[config.mk]
export PLATFORM = sky130hd
export DESIGN_NAME = msrv32_machine_control
export DESIGN_NICKNAME = d
export VERILOG_FILES = /design/src/rtl/msrv32_pkg.sv /design/src/rtl/msrv32_trap_cause_encoder.sv /design/src/rtl/msrv32_machine_control.sv
export SDC_FILE = /design/constraint.sdc
export NUM_CORES = 1
export LEC_CHECK = 0
export ABC_CLOCK_PERIOD_IN_PS = 4900
export CORE_UTILIZATION = 33
export CTS_BUF_LIST = sky130_fd_sc_hd__clkbuf_4
export CTS_CLUSTER_DIAMETER = 200
export DETAILED_ROUTE_END_ITERATION = 10
export GPL_ROUTABILITY_DRIVEN = 0
export PLACE_DENSITY = 0.93
export SLEW_MARGIN = 20
export SYNTH_ARGS = -nofsm -noshare
export SYNTH_HDL_FRONTEND = slang
export SYNTH_SLANG_ARGS = --single-unit
[constraint.sdc]
create_clock -name ms_riscv32_mp_clk_in -period 4.9 [get_ports ms_riscv32_mp_clk_in]
set_input_delay 0.98 -clock ms_riscv32_mp_clk_in [delete_from_list [all_inputs] [get_ports ms_riscv32_mp_clk_in]]
set_output_delay 0.98 -clock ms_riscv32_mp_clk_in [all_outputs]
set_load 0.02 [all_outputs]
[src/rtl/msrv32_pkg.sv]
// Shared encodings for the msrv32 machine-mode control path: FSM states,
// next-PC select codes, mcause codes and the trap request bundle.
package msrv32_pkg;

    typedef enum logic [1:0] {
        ST_RESET       = 2'b00,
        ST_OPERATING   = 2'b01,
        ST_TRAP_TAKEN  = 2'b10,
        ST_TRAP_RETURN = 2'b11
    } state_t;

    localparam logic [1:0] PC_BOOT = 2'b00;
    localparam logic [1:0] PC_EPC  = 2'b01;
    localparam logic [1:0] PC_TRAP = 2'b10;
    localparam logic [1:0] PC_NEXT = 2'b11;

    localparam logic [3:0] CAUSE_M_EXT_INT      = 4'd11;
    localparam logic [3:0] CAUSE_M_SW_INT       = 4'd3;
    localparam logic [3:0] CAUSE_M_TIMER_INT    = 4'd7;
    localparam logic [3:0] CAUSE_INSTR_MISALIGN = 4'd0;
    localparam logic [3:0] CAUSE_ILLEGAL        = 4'd2;
    localparam logic [3:0] CAUSE_BREAKPOINT     = 4'd3;
    localparam logic [3:0] CAUSE_LOAD_MISALIGN  = 4'd4;
    localparam logic [3:0] CAUSE_STORE_MISALIGN = 4'd6;
    localparam logic [3:0] CAUSE_ECALL_M        = 4'd11;

    localparam logic [4:0] OPCODE_SYSTEM = 5'b11100;

    // Interrupt flags arrive already gated by mstatus.MIE and their enables.
    typedef struct packed {
        logic ext_irq;
        logic sw_irq;
        logic tmr_irq;
        logic instr_misalign;
        logic illegal;
        logic ebreak;
        logic load_misalign;
        logic store_misalign;
        logic ecall;
    } trap_req_t;

endpackage

[src/rtl/msrv32_trap_cause_encoder.sv]
// Priority encoder from pending trap requests to an mcause code.
// Interrupts outrank exceptions.
module msrv32_trap_cause_encoder
    import msrv32_pkg::*;
(
    input  trap_req_t  req,
    output logic [3:0] cause,
    output logic       is_interrupt
);

    always_comb begin
        cause        = 4'd0;
        is_interrupt = 1'b0;
        if (req.ext_irq) begin
            cause        = CAUSE_M_EXT_INT;
            is_interrupt = 1'b1;
        end else if (req.sw_irq) begin
            cause        = CAUSE_M_SW_INT;
            is_interrupt = 1'b1;
        end else if (req.tmr_irq) begin
            cause        = CAUSE_M_TIMER_INT;
            is_interrupt = 1'b1;
        end else if (req.instr_misalign) begin
            cause = CAUSE_INSTR_MISALIGN;
        end else if (req.illegal) begin
            cause = CAUSE_ILLEGAL;
        end else if (req.ebreak) begin
            cause = CAUSE_BREAKPOINT;
        end else if (req.load_misalign) begin
            cause = CAUSE_LOAD_MISALIGN;
        end else if (req.store_misalign) begin
            cause = CAUSE_STORE_MISALIGN;
        end else if (req.ecall) begin
            cause = CAUSE_ECALL_M;
        end
    end

endmodule

[src/rtl/msrv32_machine_control.sv]
// Machine-mode trap/return sequencer: decodes ECALL/EBREAK/MRET, accepts
// traps, drives next-PC select, pipeline flush and CSR update strobes.
module msrv32_machine_control
    import msrv32_pkg::*;
(
    input  logic       ms_riscv32_mp_clk_in,
    input  logic       ms_riscv32_mp_rst_in,
    input  logic       illegal_instr_in,
    input  logic       misaligned_load_in,
    input  logic       misaligned_store_in,
    input  logic       misaligned_instr_in,
    input  logic [4:0] opcode_6_to_2_in,
    input  logic [2:0] funct3_in,
    input  logic [6:0] funct7_in,
    input  logic [4:0] rs1_addr_in,
    input  logic [4:0] rs2_addr_in,
    input  logic [4:0] rd_addr_in,
    input  logic       e_irq_in,
    input  logic       t_irq_in,
    input  logic       s_irq_in,
    input  logic       mie_in,
    input  logic       meie_in,
    input  logic       mtie_in,
    input  logic       msie_in,
    output logic [1:0] pc_src_out,
    output logic       flush_out,
    output logic       trap_taken_out,
    output logic       set_cause_out,
    output logic       set_epc_out,
    output logic       mie_clear_out,
    output logic       mie_set_out,
    output logic       instret_inc_out,
    output logic       i_or_e_out,
    output logic [3:0] cause_out
);

    state_t     state, next_state;
    trap_req_t  req;
    logic       sys_priv, ecall, ebreak, mret;
    logic       exception, interrupt;
    logic [3:0] enc_cause;
    logic       enc_is_irq;

    // Privileged SYSTEM forms share funct3=0 and zero rs1/rd.
    assign sys_priv = (opcode_6_to_2_in == OPCODE_SYSTEM) && (funct3_in == 3'b000)
                   && (rs1_addr_in == 5'd0) && (rd_addr_in == 5'd0);
    assign ecall  = sys_priv && (funct7_in == 7'b0000000) && (rs2_addr_in == 5'b00000);
    assign ebreak = sys_priv && (funct7_in == 7'b0000000) && (rs2_addr_in == 5'b00001);
    assign mret   = sys_priv && (funct7_in == 7'b0011000) && (rs2_addr_in == 5'b00010);

    assign req.ext_irq        = mie_in & e_irq_in & meie_in;
    assign req.sw_irq         = mie_in & s_irq_in & msie_in;
    assign req.tmr_irq        = mie_in & t_irq_in & mtie_in;
    assign req.instr_misalign = misaligned_instr_in;
    assign req.illegal        = illegal_instr_in;
    assign req.ebreak         = ebreak;
    assign req.load_misalign  = misaligned_load_in;
    assign req.store_misalign = misaligned_store_in;
    assign req.ecall          = ecall;

    assign interrupt = req.ext_irq | req.sw_irq | req.tmr_irq;
    assign exception = illegal_instr_in | misaligned_instr_in | misaligned_load_in
                     | misaligned_store_in | ecall | ebreak;

    // Combinational so the decoder can squash a store in the trapping cycle.
    assign trap_taken_out = (state == ST_OPERATING) && (exception || interrupt);

    msrv32_trap_cause_encoder u_cause_enc (
        .req          (req),
        .cause        (enc_cause),
        .is_interrupt (enc_is_irq)
    );

    always_ff @(posedge ms_riscv32_mp_clk_in or posedge ms_riscv32_mp_rst_in) begin
        if (ms_riscv32_mp_rst_in) begin
            state      <= ST_RESET;
            cause_out  <= 4'd0;
            i_or_e_out <= 1'b0;
        end else begin
            state <= next_state;
            if (trap_taken_out) begin
                cause_out  <= enc_cause;
                i_or_e_out <= enc_is_irq;
            end
        end
    end

    always_comb begin
        next_state      = state;
        pc_src_out      = PC_BOOT;
        flush_out       = 1'b1;
        set_cause_out   = 1'b0;
        set_epc_out     = 1'b0;
        mie_clear_out   = 1'b0;
        mie_set_out     = 1'b0;
        instret_inc_out = 1'b0;
        unique case (state)
            ST_RESET: begin
                next_state = ST_OPERATING;
            end
            ST_OPERATING: begin
                pc_src_out      = PC_NEXT;
                flush_out       = 1'b0;
                instret_inc_out = !trap_taken_out;
                if (trap_taken_out)
                    next_state = ST_TRAP_TAKEN;
                else if (mret)
                    next_state = ST_TRAP_RETURN;
            end
            ST_TRAP_TAKEN: begin
                pc_src_out    = PC_TRAP;
                set_cause_out = 1'b1;
                set_epc_out   = 1'b1;
                mie_clear_out = 1'b1;
                next_state    = ST_OPERATING;
            end
            ST_TRAP_RETURN: begin
                pc_src_out  = PC_EPC;
                mie_set_out = 1'b1;
                next_state  = ST_OPERATING;
            end
            default: next_state = ST_RESET;
        endcase
    end

endmodule

==> run summary, run 1 <==
CP Launch Type = input port
Row Count = 14
final instance area = 1200 sq um
GRT overflow = 0
commonest non-fill, non-tap cell in the layout = clkdlybuf4s50_1
area growth from synthesis to layout = 101.9%
RR Startpoint = state[1]$_DFFE_PP0P_
FF-to-FF path depth = 4
# setup viols final = 0
post-CTS setup buffers = 0
DP Area = 1170 sq um
root buf cell = clkbuf_4
share of layout cells above drive strength 1 = 0.08527
CTS tree = yes
post-synth cell types = 28
Iter 0 DRT Violations = 13
largest fanout on the critical path = 5
worst relative slew slack = 0.6977
Hold Crit Class = flip-flop to flip-flop
Post-route DRC = 0
simple-gate portion of the synthesized area = 0.3074
max cap viols = 0
status = completed
Final HPWL DP = 1767 um
pin slew with the least headroom to its limit = 0.4492 ns
adder-cell share of the synthesized area = 0.08421
drt pass-1 iters = 4
compound-gate portion of the synthesized area = 0.1705
#FFs+latches synth = 7
Mapped Cells = 71
DR WL/cell = 13.27 um
Synth Area in XOR/XNOR = 0
HP Start = cause_out[3]$_DFFE_PP0P_
most frequent cells in the layout = 56 x clkdlybuf4s50_1, 11 x nor2_1, 7 x inv_1, 7 x dfrtp_1, 6 x nor3_1
fin crit share = 0.8370
H-Tree Depth = 1
post-synthesis sequential area ratio = 0.2947
multiplexer area fraction after synthesis = 0.07368
Max Slew Vio Count = 0
final antenna-violating net count = 0
CTS Buffer Depth = 2
Final Hold Vio Count = 0
peak supply drop = 0.0002057 V
Nets = 177
fmax = 243.8 MHz
drt via density = 5.059
Ys Warns = 0
diode count = 0
hold endpoint = cause_out[3]$_DFFE_PP0P_
Clock Sinks = 7
Crit-path slowest cell = clkdlybuf4s50_1
final wirelength = 2031 um
CP Cell Sequence = clkdlybuf4s50_1 > nor4_1 > nand4_1 > o21ai_2 > nand2_4 > inv_1 > clkdlybuf4s50_1
total CTS buffers = 3
Port Buffers = 56
Worst Path Arrival = 3.12 ns
number of global-route vias before repair = 779
global-route usage over all layers = 0.2204
die area = 1974 sq um
mapped cell area = 594.3 sq um
critical path endpoint category = output port
DP Cell Count = 149
footprint of the multi-input gates = 377.9 sq um
Crit path max-delay family = buffers and inverters
Core ar. = 1594 sq um
Die X = 44.44 um
max incr delay on CP = 0.60 ns
post-route setup TNS = 0 ns
r2r setup slk = 3.58 ns
post_cts resized = 0
syn_nets = 118
Setup CP Type = input port to output port
first-pass GRT wire length = 3208 um
IO Pins = 57
Layout Skew = 0.009753 ns
Clock Latency Late Sink = 0.26 ns
Worst EP required = 3.92 ns
Die Y-Extent = 44.44 um
syn_area_per_cell = 8.371 sq um
RSZ-0062 raised after global routing = no
Reg clk slew, reported paths = 0.06 ns
main combinational cell family by area after synthesis = simple AND/OR/NAND/NOR gates
critical path buffer and inverter count = 3
largest net degree at the start of global routing = 8
min cycle time layout = 4.101 ns
critical path's most frequent cell = clkdlybuf4s50_1
Initial Util = 0.3728
RR Endpoint = i_or_e_out$_DFFE_PP0P_
Non-Filler Instances = 153
power per cell area = 158.7 nW/um^2
Register Area = 175.2 sq um
hold depth = 1
hold buffers post-CTS = 0
vias post-DR = 774
initial antenna violation count = 0
leak pwr = 0.4901 nW
Fillers = 131
-- final cells by class --
type                            count  area share
Inverter                            7     0.02190
Tap cell                           24     0.02503
Multi-Input combinational cell     55      0.3149
Sequential cell                     7      0.1460
Timing Repair Buffer               56      0.4672
Clock buffer                        4     0.02503
-- how the worst max path moves through the flow --
stage                         from              end  cells after the start
6_report             rd_addr_in[0]   trap_taken_out                      7
5_1_grt               funct7_in[0]   trap_taken_out                      7
4_1_cts              rd_addr_in[0]   trap_taken_out                      7
3_5_place_dp         rd_addr_in[0]   trap_taken_out                      7
3_3_place_gp      illegal_instr_in  instret_inc_out                      6
2_1_floorplan  misaligned_store_in  instret_inc_out                      4
-- state kept, by name, summed over array words and instances, names as in the netlist --
register,flops
i_or_e_out,1
state,2
cause_out,4
-- per-stage QoR --
stage	setup WS (ns)	util	hold slack, ns	total power [W]
floorplan	1.835	-	0.5284	0.00008450
global placement	0.8815	0.7339	0.4902	0.0001311
detailed placement	0.8211	0.7339	0.4995	0.0001329
CTS	0.8172	0.7527	0.5125	0.0001934
global route	0.6372	0.7527	0.5269	0.0002012
finish	0.7989	0.7527	0.5122	0.0001904
-- power breakdown --
group | switching, W | internal (W) | total (W)
logic | 0.0000239 | 0.0000446 | 0.0000685
clock network | 0.0000217 | 0.0000366 | 0.0000584
registers | 0.00000186 | 0.0000617 | 0.0000635
-- cell families after synthesis --
logic type	Yosys count
mux	4
simple gates	33
flops	7
buf+inv	9
fa+ha+maj	4
compound gates	14
-- Yosys cell counts --
| master | instances | area, sq um |
|---|---|---|
| o21ai_2 | 1 | 8.760 |
| nand4b_1 | 1 | 8.760 |
| nand3_1 | 2 | 10.01 |
| and3_1 | 1 | 6.260 |
| o2bb2ai_1 | 1 | 8.760 |
| a22o_1 | 1 | 8.760 |
| mux2_2 | 3 | 33.78 |
| a311o_1 | 1 | 10.01 |
| or4_4 | 1 | 11.26 |
| dfrtp_1 | 7 | 175.2 |
| nor4_1 | 4 | 25.02 |
| inv_1 | 7 | 26.28 |
| a21oi_1 | 2 | 10.01 |
| nand2_1 | 2 | 7.510 |
| nor4bb_1 | 1 | 10.01 |
| nand4_1 | 2 | 12.51 |
| nand2_4 | 1 | 11.26 |
| a31oi_1 | 1 | 6.260 |
| buf_4 | 2 | 15.01 |
| o21ai_0 | 4 | 20.02 |
| nor2_1 | 11 | 41.29 |
| a211oi_2 | 1 | 12.51 |
| mux2i_1 | 1 | 10.01 |
| nor3_1 | 6 | 30.03 |
| nor4b_1 | 1 | 8.760 |
| a21o_1 | 1 | 7.510 |
| ha_1 | 4 | 50.05 |
| a32oi_1 | 1 | 8.760 |
-- metal layers --
metal	up-vias	part of all wire	GRT usage	wire length, um
met3	4	0.089	0.07755	181
met1	344	0.38	0.2231	774
met2	44	0.52	0.4294	1054
met4	0	0.010	0.04242	21
li1	382	-	-	-
met5	-	0	0	0
Power figures use the tool's default switching activity.
==> run 2, diff against run 1 <==
Settings changed: ABC_CLOCK_PERIOD_IN_PS 4900 to 3600, CORE_UTILIZATION 33 to 27, PLACE_DENSITY 0.93 to 0.83.
Clock period 4.9 ns to 3.6 ns, I/O delays scaled along.
==> run 2 against run 1 <==
Critical path depth shrank 1. Utilization shrank 13 points. Flip-flop and latch count stayed put. First-iteration DRC count shrank 7.7%. Via count grew 3.5%. Cell count is 4.6% higher. Design area up 4.4%. Sequential share of layout area is 0.61 points lower. Worst setup slack got worse by 0.69 ns. Register-to-register slack got worse by 1.3 ns. Sequential power up 36%. Clock skew shrank 0.00053 ns.
==> run summary, run 2 (same netlist as run 1, synthesis figures left out) <==
DR WL/cell = 12.55 um
CTS Buffer Depth = 2
Hold Crit Class = flip-flop to flip-flop
Worst EP required = 2.88 ns
peak supply drop = 0.0002238 V
Largest Register = cause_out
leak pwr = 0.5088 nW
drt via density = 5.006
Die Y-Extent = 48.92 um
largest net degree at the start of global routing = 8
die area = 2393 sq um
max incr delay on CP = 0.61 ns
Core ar. = 2022 sq um
IO Pins = 57
root buf cell = clkbuf_4
RR Startpoint = state[1]$_DFFE_PP0P_
commonest non-fill, non-tap cell in the layout = clkdlybuf4s50_1
first-pass GRT wire length = 3284 um
total power = 0.0002626 W
CP Launch Type = input port
Clock Latency Late Sink = 0.26 ns
Worst Path Arrival = 2.77 ns
diode count = 0
Post-route DRC = 0
final wirelength = 2008 um
final antenna-violating net count = 0
FF-to-FF path depth = 4
RSZ-0062 raised after global routing = no
RR Endpoint = i_or_e_out$_DFFE_PP0P_
Initial Util = 0.2939
Iter 0 DRT Violations = 12
Fillers = 185
status = completed
hold endpoint = cause_out[3]$_DFFE_PP0P_
hold buffers post-CTS = 0
r2r setup slk = 2.31 ns
largest fanout on the critical path = 3
min cycle time layout = 3.486 ns
Final HPWL DP = 1710 um
Clock Sinks = 7
worst relative slew slack = 0.8076
pin slew with the least headroom to its limit = 0.2845 ns
area growth from synthesis to layout = 110.7%
initial antenna violation count = 0
GRT overflow = 0
fmax = 286.8 MHz
critical path endpoint category = output port
Max Slew Vio Count = 0
fin crit share = 0.9684
total CTS buffers = 3
Layout Skew = 0.009221 ns
# setup viols final = 0
Die X = 48.92 um
Final Hold Vio Count = 0
drt pass-1 iters = 4
CP Cell Sequence = clkdlybuf4s50_1 > or4_4 > a211oi_2 > o21ai_2 > nor2_1 > clkdlybuf4s50_1
Reg clk slew, reported paths = 0.06 ns
most frequent cells in the layout = 56 x clkdlybuf4s50_1, 11 x nor2_1, 7 x inv_1, 7 x dfrtp_1, 6 x nor3_1
critical path's most frequent cell = clkdlybuf4s50_1
global-route usage over all layers = 0.1786
Crit-path slowest cell = clkdlybuf4s50_1
hold depth = 1
H-Tree Depth = 1
Nets = 181
HP Start = cause_out[3]$_DFFE_PP0P_
vias post-DR = 801
max reg flops = 4
Row Count = 16
post-route setup TNS = 0 ns
share of layout cells above drive strength 1 = 0.1353
largest registers = cause_out (4), state (2), i_or_e_out (1)
CTS tree = yes
max cap viols = 0
power per cell area = 209.6 nW/um^2
number of global-route vias before repair = 801
Setup CP Type = input port to output port
Port Buffers = 56
run 2: worst max path at each step:
stage / to / start / slack, ns / cells after the start
5_1_grt: trap_taken_out / funct7_in[0] / 0.03 / 7
2_1_floorplan: instret_inc_out / misaligned_store_in / 1.05 / 4
6_report: instret_inc_out / misaligned_store_in / 0.11 / 6
3_3_place_gp: instret_inc_out / misaligned_store_in / 0.12 / 6
4_1_cts: trap_taken_out / funct7_in[0] / 0.04 / 7
3_5_place_dp: trap_taken_out / funct7_in[0] / 0.04 / 7
run 2: worst max-delay path: cells and delay by family:
| kind | cells | cell delay (ns) |
|---|---|---|
| AOI/OAI and AO/OA | 2 | 0.32 |
| buffers and inverters | 2 | 1.06 |
| and+or+nand+nor | 2 | 0.66 |
run 2: timing repair:
| action | 4_1_cts | 5_1_grt |
|---|---|---|
| setup buffers | 0 | 2 |
| resized for setup | 0 | 3 |
| setup endpoints to repair | 0 | 1 |
| hold endpoints to repair | 0 | 0 |
run 2: layout make-up:
cell class / instances / area [sq um] / area share
Timing Repair Buffer: 60 / 590.6 / 0.4715
Multi-Input combinational cell: 55 / 396.6 / 0.3167
Sequential cell: 7 / 175.2 / 0.1399
Tap cell: 27 / 33.78 / 0.02697
Clock buffer: 4 / 30.03 / 0.02398
Inverter: 7 / 26.28 / 0.02098
run 2: power by group:
part           total (W)  switching (W)  leakage (nW)  internal (W)
logic          0.0000957      0.0000335         0.403     0.0000622
registers      0.0000865     0.00000259        0.0870     0.0000839
clock network  0.0000803      0.0000304        0.0184     0.0000499
total           0.000263      0.0000664         0.509      0.000196
run 2: metal layers:
layer	vias to the layer above	track usage	routed length, um
met4	0	0.03922	22
met3	4	0.07788	169
met5	-	0	0
li1	384	-	-
met1	373	0.1718	788
met2	40	0.3449	1027
run 2: through the flow:
| stage | worst slack [ns] | instances | hold slack, ns | cell area [sq um] | util |
|---|---|---|---|---|---|
| after floorplan | 1.055 | 71 | 0.5234 | 594.3 | - |
| final | 0.1138 | 160 | 0.5024 | 1252 | 0.6194 |
| after detailed placement | 0.04399 | 154 | 0.4948 | 1189 | 0.5879 |
| after global routing | 0.03078 | 160 | 0.5417 | 1252 | 0.6194 |
| after CTS | 0.03805 | 158 | 0.5089 | 1219 | 0.6027 |
| after global placement | 0.1227 | 154 | 0.4926 | 1189 | 0.5879 |
